<file path="config.mk">
export PLATFORM = sky130hd
export DESIGN_NAME = fft_bitrev_reorder
export DESIGN_NICKNAME = d
export VERILOG_FILES = /design/src/rtl/fft_bitrev_reorder.sv
export SDC_FILE = /design/constraint.sdc
export NUM_CORES = 1
export LEC_CHECK = 0
export BUFFER_PORTS_ARGS = -buffer_cell sky130_fd_sc_hd__buf_2
export CAP_MARGIN = 30
export CORE_UTILIZATION = 60
export DETAILED_ROUTE_END_ITERATION = 10
export PLACE_DENSITY = 0.78
export SYNTH_ARGS = -nofsm -noshare
export SYNTH_HDL_FRONTEND = slang
export SYNTH_SLANG_ARGS = --single-unit
</file>
<file path="constraint.sdc">
create_clock -name clk -period 4.3 [get_ports clk]
set_input_delay 0.43 -clock clk [delete_from_list [all_inputs] [get_ports clk]]
set_output_delay 0.43 -clock clk [all_outputs]
set_load 0.02 [all_outputs]
</file>
<file path="src/rtl/fft_bitrev_reorder.sv">
// Bit-reversed to natural-order reorder stage for the radix-2 DIF FFT output, with sop/eop/bin markers.
// Optional FFT_REORDER_MAG_EN adds a registered |X|^2 output and one extra pipeline stage.
module fft_bitrev_reorder #(
  parameter int unsigned DATA_WIDTH = 16,
  parameter int unsigned POW        = 4
) (
  input  logic                  clk,
  input  logic                  rst,
  input  logic                  valid_in,
  input  logic [DATA_WIDTH-1:0] sink_r,
  input  logic [DATA_WIDTH-1:0] sink_i,
  output logic                  valid_out,
  output logic                  sop,
  output logic                  eop,
  output logic [POW-1:0]        bin_idx,
  output logic [DATA_WIDTH-1:0] source_r,
  output logic [DATA_WIDTH-1:0] source_i
`ifdef FFT_REORDER_MAG_EN
  ,
  output logic [2*DATA_WIDTH:0] source_mag
`endif
);

  localparam int unsigned N  = 2 ** POW;
  localparam int unsigned SW = 2 * DATA_WIDTH;
  localparam int unsigned MW = 2 * DATA_WIDTH + 1;
  localparam logic [POW-1:0] LAST_IDX = POW'(N - 1);

  typedef struct packed {
    logic [DATA_WIDTH-1:0] re;
    logic [DATA_WIDTH-1:0] im;
  } sample_t;

  typedef enum logic {
    IDLE = 1'b0,
    READ = 1'b1
  } state_t;

  function automatic logic [POW-1:0] bitrev(input logic [POW-1:0] x);
    logic [POW-1:0] y;
    y = '0;
    for (int b = 0; b < POW; b++) begin
      y[b] = x[POW-1-b];
    end
    return y;
  endfunction

  // Write side: linear fill of the ping-pong bank selected by wr_bank
  logic [POW-1:0] wr_idx;
  logic           wr_bank;
  logic           wr_last_c;
  logic [1:0]     full;
  logic [1:0]     full_set_c;
  logic [1:0]     full_clr_c;
  sample_t        wr_data_c;
  sample_t        mem [2*N];

  assign wr_last_c = valid_in && (wr_idx == LAST_IDX);
  assign wr_data_c = '{re: sink_r, im: sink_i};

  always_comb begin
    full_set_c = '0;
    if (wr_last_c) begin
      full_set_c[wr_bank] = 1'b1;
    end
  end

  always_ff @(posedge clk or posedge rst) begin
    if (rst) begin
      wr_idx  <= '0;
      wr_bank <= 1'b0;
    end else if (valid_in) begin
      wr_idx <= wr_idx + POW'(1);
      if (wr_last_c) begin
        wr_bank <= ~wr_bank;
      end
    end
  end

  // Sample storage; contents are don't-care after reset
  always_ff @(posedge clk) begin
    if (valid_in) begin
      mem[{wr_bank, wr_idx}] <= wr_data_c;
    end
  end

  // Set and clear target different banks, so ordering between them is irrelevant
  always_ff @(posedge clk or posedge rst) begin
    if (rst) begin
      full <= '0;
    end else begin
      full <= (full & ~full_clr_c) | full_set_c;
    end
  end

  // Read FSM
  state_t         state;
  state_t         state_d;
  logic [POW-1:0] rd_idx;
  logic [POW-1:0] rd_idx_d;
  logic           rd_bank;
  logic           rd_bank_d;
  logic           rd_other_c;
  logic           rd_en_c;

  assign rd_other_c = ~rd_bank;

  always_ff @(posedge clk or posedge rst) begin
    if (rst) begin
      state   <= IDLE;
      rd_idx  <= '0;
      rd_bank <= 1'b0;
    end else begin
      state   <= state_d;
      rd_idx  <= rd_idx_d;
      rd_bank <= rd_bank_d;
    end
  end

  always_comb begin
    state_d    = state;
    rd_idx_d   = rd_idx;
    rd_bank_d  = rd_bank;
    rd_en_c    = 1'b0;
    full_clr_c = '0;
    case (state)
      IDLE: begin
        if (full[rd_bank]) begin
          state_d  = READ;
          rd_idx_d = '0;
        end
      end
      READ: begin
        rd_en_c  = 1'b1;
        rd_idx_d = rd_idx + POW'(1);
        if (rd_idx == LAST_IDX) begin
          full_clr_c[rd_bank] = 1'b1;
          rd_bank_d           = rd_other_c;
          rd_idx_d            = '0;
          // Continue back-to-back if the other bank is already (or just became) full
          if (!(full[rd_other_c] || full_set_c[rd_other_c])) begin
            state_d = IDLE;
          end
        end
      end
      default: begin
        state_d = IDLE;
      end
    endcase
  end

  // Registered RAM read: data and markers of the sample addressed this cycle
  sample_t        rd_data_c;
  logic           s1_valid;
  logic           s1_sop;
  logic           s1_eop;
  logic [POW-1:0] s1_bin;
  sample_t        s1_data;

  assign rd_data_c = mem[{rd_bank, bitrev(rd_idx)}];

  always_ff @(posedge clk or posedge rst) begin
    if (rst) begin
      s1_valid <= 1'b0;
      s1_sop   <= 1'b0;
      s1_eop   <= 1'b0;
      s1_bin   <= '0;
      s1_data  <= '0;
    end else begin
      s1_valid <= rd_en_c;
      s1_sop   <= rd_en_c && (rd_idx == '0);
      s1_eop   <= rd_en_c && (rd_idx == LAST_IDX);
      if (rd_en_c) begin
        s1_bin  <= rd_idx;
        s1_data <= rd_data_c;
      end
    end
  end

`ifdef FFT_REORDER_MAG_EN
  // Squares never exceed 2^(SW-2), so SW-bit signed products are exact
  logic signed [SW-1:0] re_x_c;
  logic signed [SW-1:0] im_x_c;
  logic signed [SW-1:0] sq_r_c;
  logic signed [SW-1:0] sq_i_c;
  logic [MW-1:0]        mag_c;

  assign re_x_c = SW'($signed(s1_data.re));
  assign im_x_c = SW'($signed(s1_data.im));
  assign sq_r_c = re_x_c * re_x_c;
  assign sq_i_c = im_x_c * im_x_c;
  assign mag_c  = {1'b0, sq_r_c} + {1'b0, sq_i_c};

  always_ff @(posedge clk or posedge rst) begin
    if (rst) begin
      valid_out  <= 1'b0;
      sop        <= 1'b0;
      eop        <= 1'b0;
      bin_idx    <= '0;
      source_r   <= '0;
      source_i   <= '0;
      source_mag <= '0;
    end else begin
      valid_out <= s1_valid;
      sop       <= s1_sop;
      eop       <= s1_eop;
      if (s1_valid) begin
        bin_idx    <= s1_bin;
        source_r   <= s1_data.re;
        source_i   <= s1_data.im;
        source_mag <= mag_c;
      end
    end
  end
`else
  assign valid_out = s1_valid;
  assign sop       = s1_sop;
  assign eop       = s1_eop;
  assign bin_idx   = s1_bin;
  assign source_r  = s1_data.re;
  assign source_i  = s1_data.im;
`endif

endmodule
</file>
==> flow_summary.ini <==
[run_status]
status = completed

[route]
first_iter_violations = 2956
detail_route.first_pass.iterations = 8
drt.antenna.violating_nets = 0
wire_per_inst_um = 32.28
detail_route.vias_per_cell = 6.879
vias = 20850
final_routed_drc_violation_total = 0
wl_um = 97830

[clock_network]
cts-root-to-sink-buffers = 3
cts-buffers-inserted = 100
tritoncts = yes
postCtsResizedCells = 0
root_buffer = clkbuf_16
cts_sinks = 1076
clock_tree.htree_level_count = 3
clk_transition_reported_paths_ns = 0.06
insertion_delay_of_the_later_clocked_pin_in_the_worst_skew_pair_ns = 0.67

[floorplanning]
placeableCoreArea_um2 = 67750
io_pins = 74
rows = 95
die_y_um = 264.7
die_w_um = 264.7
area_of_the_die_um2 = 70040
initial_core_util = 0.6109

[sta]
finalWorstPathRequiredPeriod_ns = 2.933
setup-tns-final_ns = 0
post-route-period-util = 0.6822
setup_viol = 0
final.setup.worst_slack_ns = 1.367
maximum_clock_frequency_mhz = 340.9
final-hold-violation-count = 0
headroom_to_the_max_slew_limit = 0.2979
worst_slew_pin_slew_ns = 1.051
worst_hold_slack_ns = 0.08812
slew_violations = 0
setup_repair_after_global_routing_missed_its_margin = no
finalClockSkew_ns = 0.02923

[global_routing]
antenna_violations_before_repair = 5
grt_max_degree = 154
globalRouteTotalUtil = 0.2846
gr-total-overflow = 0
via_count_of_the_first_global_routing_pass = 21050
global_route_wire_length_before_repair_um = 142200

[power_and_ir_drop]
p_leak_nw = 14.99
switching_power_mw = 8.270
vdd.ir_drop.worst_mv = 0.5534
power.internal_mw = 20.05
clock_power_frac = 0.308
pwr-share-comb = 0.235
power.density_nw_per_um2 = 610.1
switching_share = 0.2920
total_power_mw = 28.32
pwr-share-seq = 0.457

[cells_and_area]
final_cell_mix = 1024 x edfxtp_1, 195 x mux2_2, 160 x mux4_2, 105 x clkbuf_16, 80 x nand2_1
share_of_layout_cells_above_drive_strength_1 = 0.3196
sequential_cell_area_um2 = 32060
total_area_of_multi_input_combinational_cells_um2 = 8896
final_layout_net_count = 2111
fin_area_um2 = 46420
fillers = 3980
syn_to_final_growth_pct = 12.15
finish.utilization = 0.6852
most_common_library_cell_in_the_layout_ignoring_fill_and_taps = edfxtp_1
finish.cell_count_without_fillers = 3031

[logic_synthesis]
synth_adder_area_share = 0.001814
synth.ff_latch_count = 1076
post_synth_instance_area_um2 = 41390
synth_compound_area_frac = 0.03697
ys_flop_type = edfxtp_1
synth_top_family_by_area = multiplexers
synth_area_per_cell_um2 = 21.35
yosys.area_share.xor_xnor = 0.0008464
syn-instance-count = 1939
seq_area_frac_synth = 0.7743
synth.net_count = 1980
yosys.cell_types.count = 42
async_flop_share = 0.04833
synth-simple-area-share = 0.01372
synth_warnings = 0
synth_edf_count = 1024
muxShareOfSynthArea = 0.1559

[placement]
port-buffer-count = 73
pre_cts_ws_ns = 1.321
placed_area_um2 = 43040
dpl.hpwl_um = 52190
cells_after_dpl = 2836
place.gp.congestion = 0.7987

[setup_path]
setup.worst_path.start_class = flip-flop
timing.critical_path.arrival_ns = 3.49
critPathCaptureType = flip-flop
critical_path_peak_fanout = 69
required_ns = 4.85
worst-setup-path-type = flip-flop to flip-flop

[min_path]
worst_hold_path_type = primary input to flip-flop

[flow_run]
max_cap_violations = 0
==> logic make-up after synthesis <==
logic type	count (synthesis)
buf+inv	125
xor+xnor	4
simple gates	133
compound gates	175
fa+ha+maj	6
mux	420
flops	1076
==> layout make-up <==
class / instances / area share
flip-flops and latches: 1076 / 0.6907
multi-input cells: 738 / 0.1916
clock buffers: 138 / 0.06121
well taps: 873 / 0.02353
repair buffers: 146 / 0.02291
clock inverters: 50 / 0.009191
inverters: 8 / 0.0007008
diodes: 2 / 0.0001078
==> power groups by stage <==
| stage | Sequential [mW] | Clock, mW | Combinational (mW) |
|---|---|---|---|
| after CTS | 12.9 | 8.79 | 6.56 |
| after detailed placement | 13.1 | 0 | 6.50 |
| after global routing | 13.0 | 9.19 | 6.96 |
| final | 12.9 | 8.72 | 6.65 |
| after global placement | 13.1 | 0 | 6.37 |
| after floorplan | 13.0 | 0 | 4.43 |
==> worst paths after layout <==
check	startpoint	endpoint	slack (ns)	cells past startpoint
setup reg to reg	rd_idx[3]$_DFFE_PP0P_	source_r[11]$_DFFE_PP0P_	1.37	5
min in group asynchronous	rst	source_i[9]$_DFFE_PP0P_	0.40	3
hold / removal	valid_in	wr_idx[0]$_DFFE_PP0P_	0.09	2
max in group asynchronous	rst	rd_idx[0]$_DFFE_PP0P_	2.75	4
hold reg to reg	bin_idx[2]$_DFFE_PP0P_	bin_idx[2]$_DFFE_PP0P_	0.51	1
setup / recovery	rd_idx[3]$_DFFE_PP0P_	source_r[11]$_DFFE_PP0P_	1.37	5
==> worst max-delay path, stage by stage, from the launching register on <==
cell      delay [ns]
dfrtp_4         0.95
buf_12          0.43
mux2_2          0.39
a221oi_1        0.39
o211ai_1        0.32
o211a_1         0.23
==> sequential cells by signal (all words and copies together) (netlist names) <==
signal and flops:
full 2, mem 1024, state 1, rd_idx 4
sop 1, wr_idx 4, wr_bank 1, eop 1
source_r 16, valid_out 1, source_i 16, bin_idx 4
rd_bank 1
==> layer usage <==
metal	share of wire	vias to the layer above	GRT usage
li1	-	8376	-
met2	0.48	1373	0.4425
met3	0.11	212	0.05704
met1	0.38	10880	0.4070
met5	0.00046	-	0
met4	0.034	8	0.1050
==> cell usage after synthesis (3+ instances only) <==
master | count | area share
edfxtp_1 | 1024 | 0.74
mux2_2 | 195 | 0.053
mux4_2 | 160 | 0.087
nand2_1 | 80 | 0.0073
mux2i_1 | 64 | 0.015
dfrtp_1 | 52 | 0.031
clkbuf_1 | 51 | 0.0046
buf_2 | 41 | 0.0050
a221oi_1 | 32 | 0.0068
a222oi_1 | 32 | 0.0077
o2111ai_1 | 32 | 0.0068
o211a_1 | 32 | 0.0077
o211ai_1 | 32 | 0.0058
nor2_1 | 22 | 0.0020
buf_6 | 18 | 0.0049
nor3_1 | 11 | 0.0013
inv_1 | 8 | 0.00073
o21ai_0 | 8 | 0.00097
buf_4 | 6 | 0.0011
ha_1 | 6 | 0.0018
nand3_1 | 4 | 0.00048
nand2b_1 | 3 | 0.00045
xnor2_1 | 3 | 0.00063
==> repair_timing <==
item,in CTS,in global routing
hold buffers,1,0
endpoints found under the hold margin,15,0
buffers inserted,0,0
No activity file was read; power rests on OpenSTA's default activity.
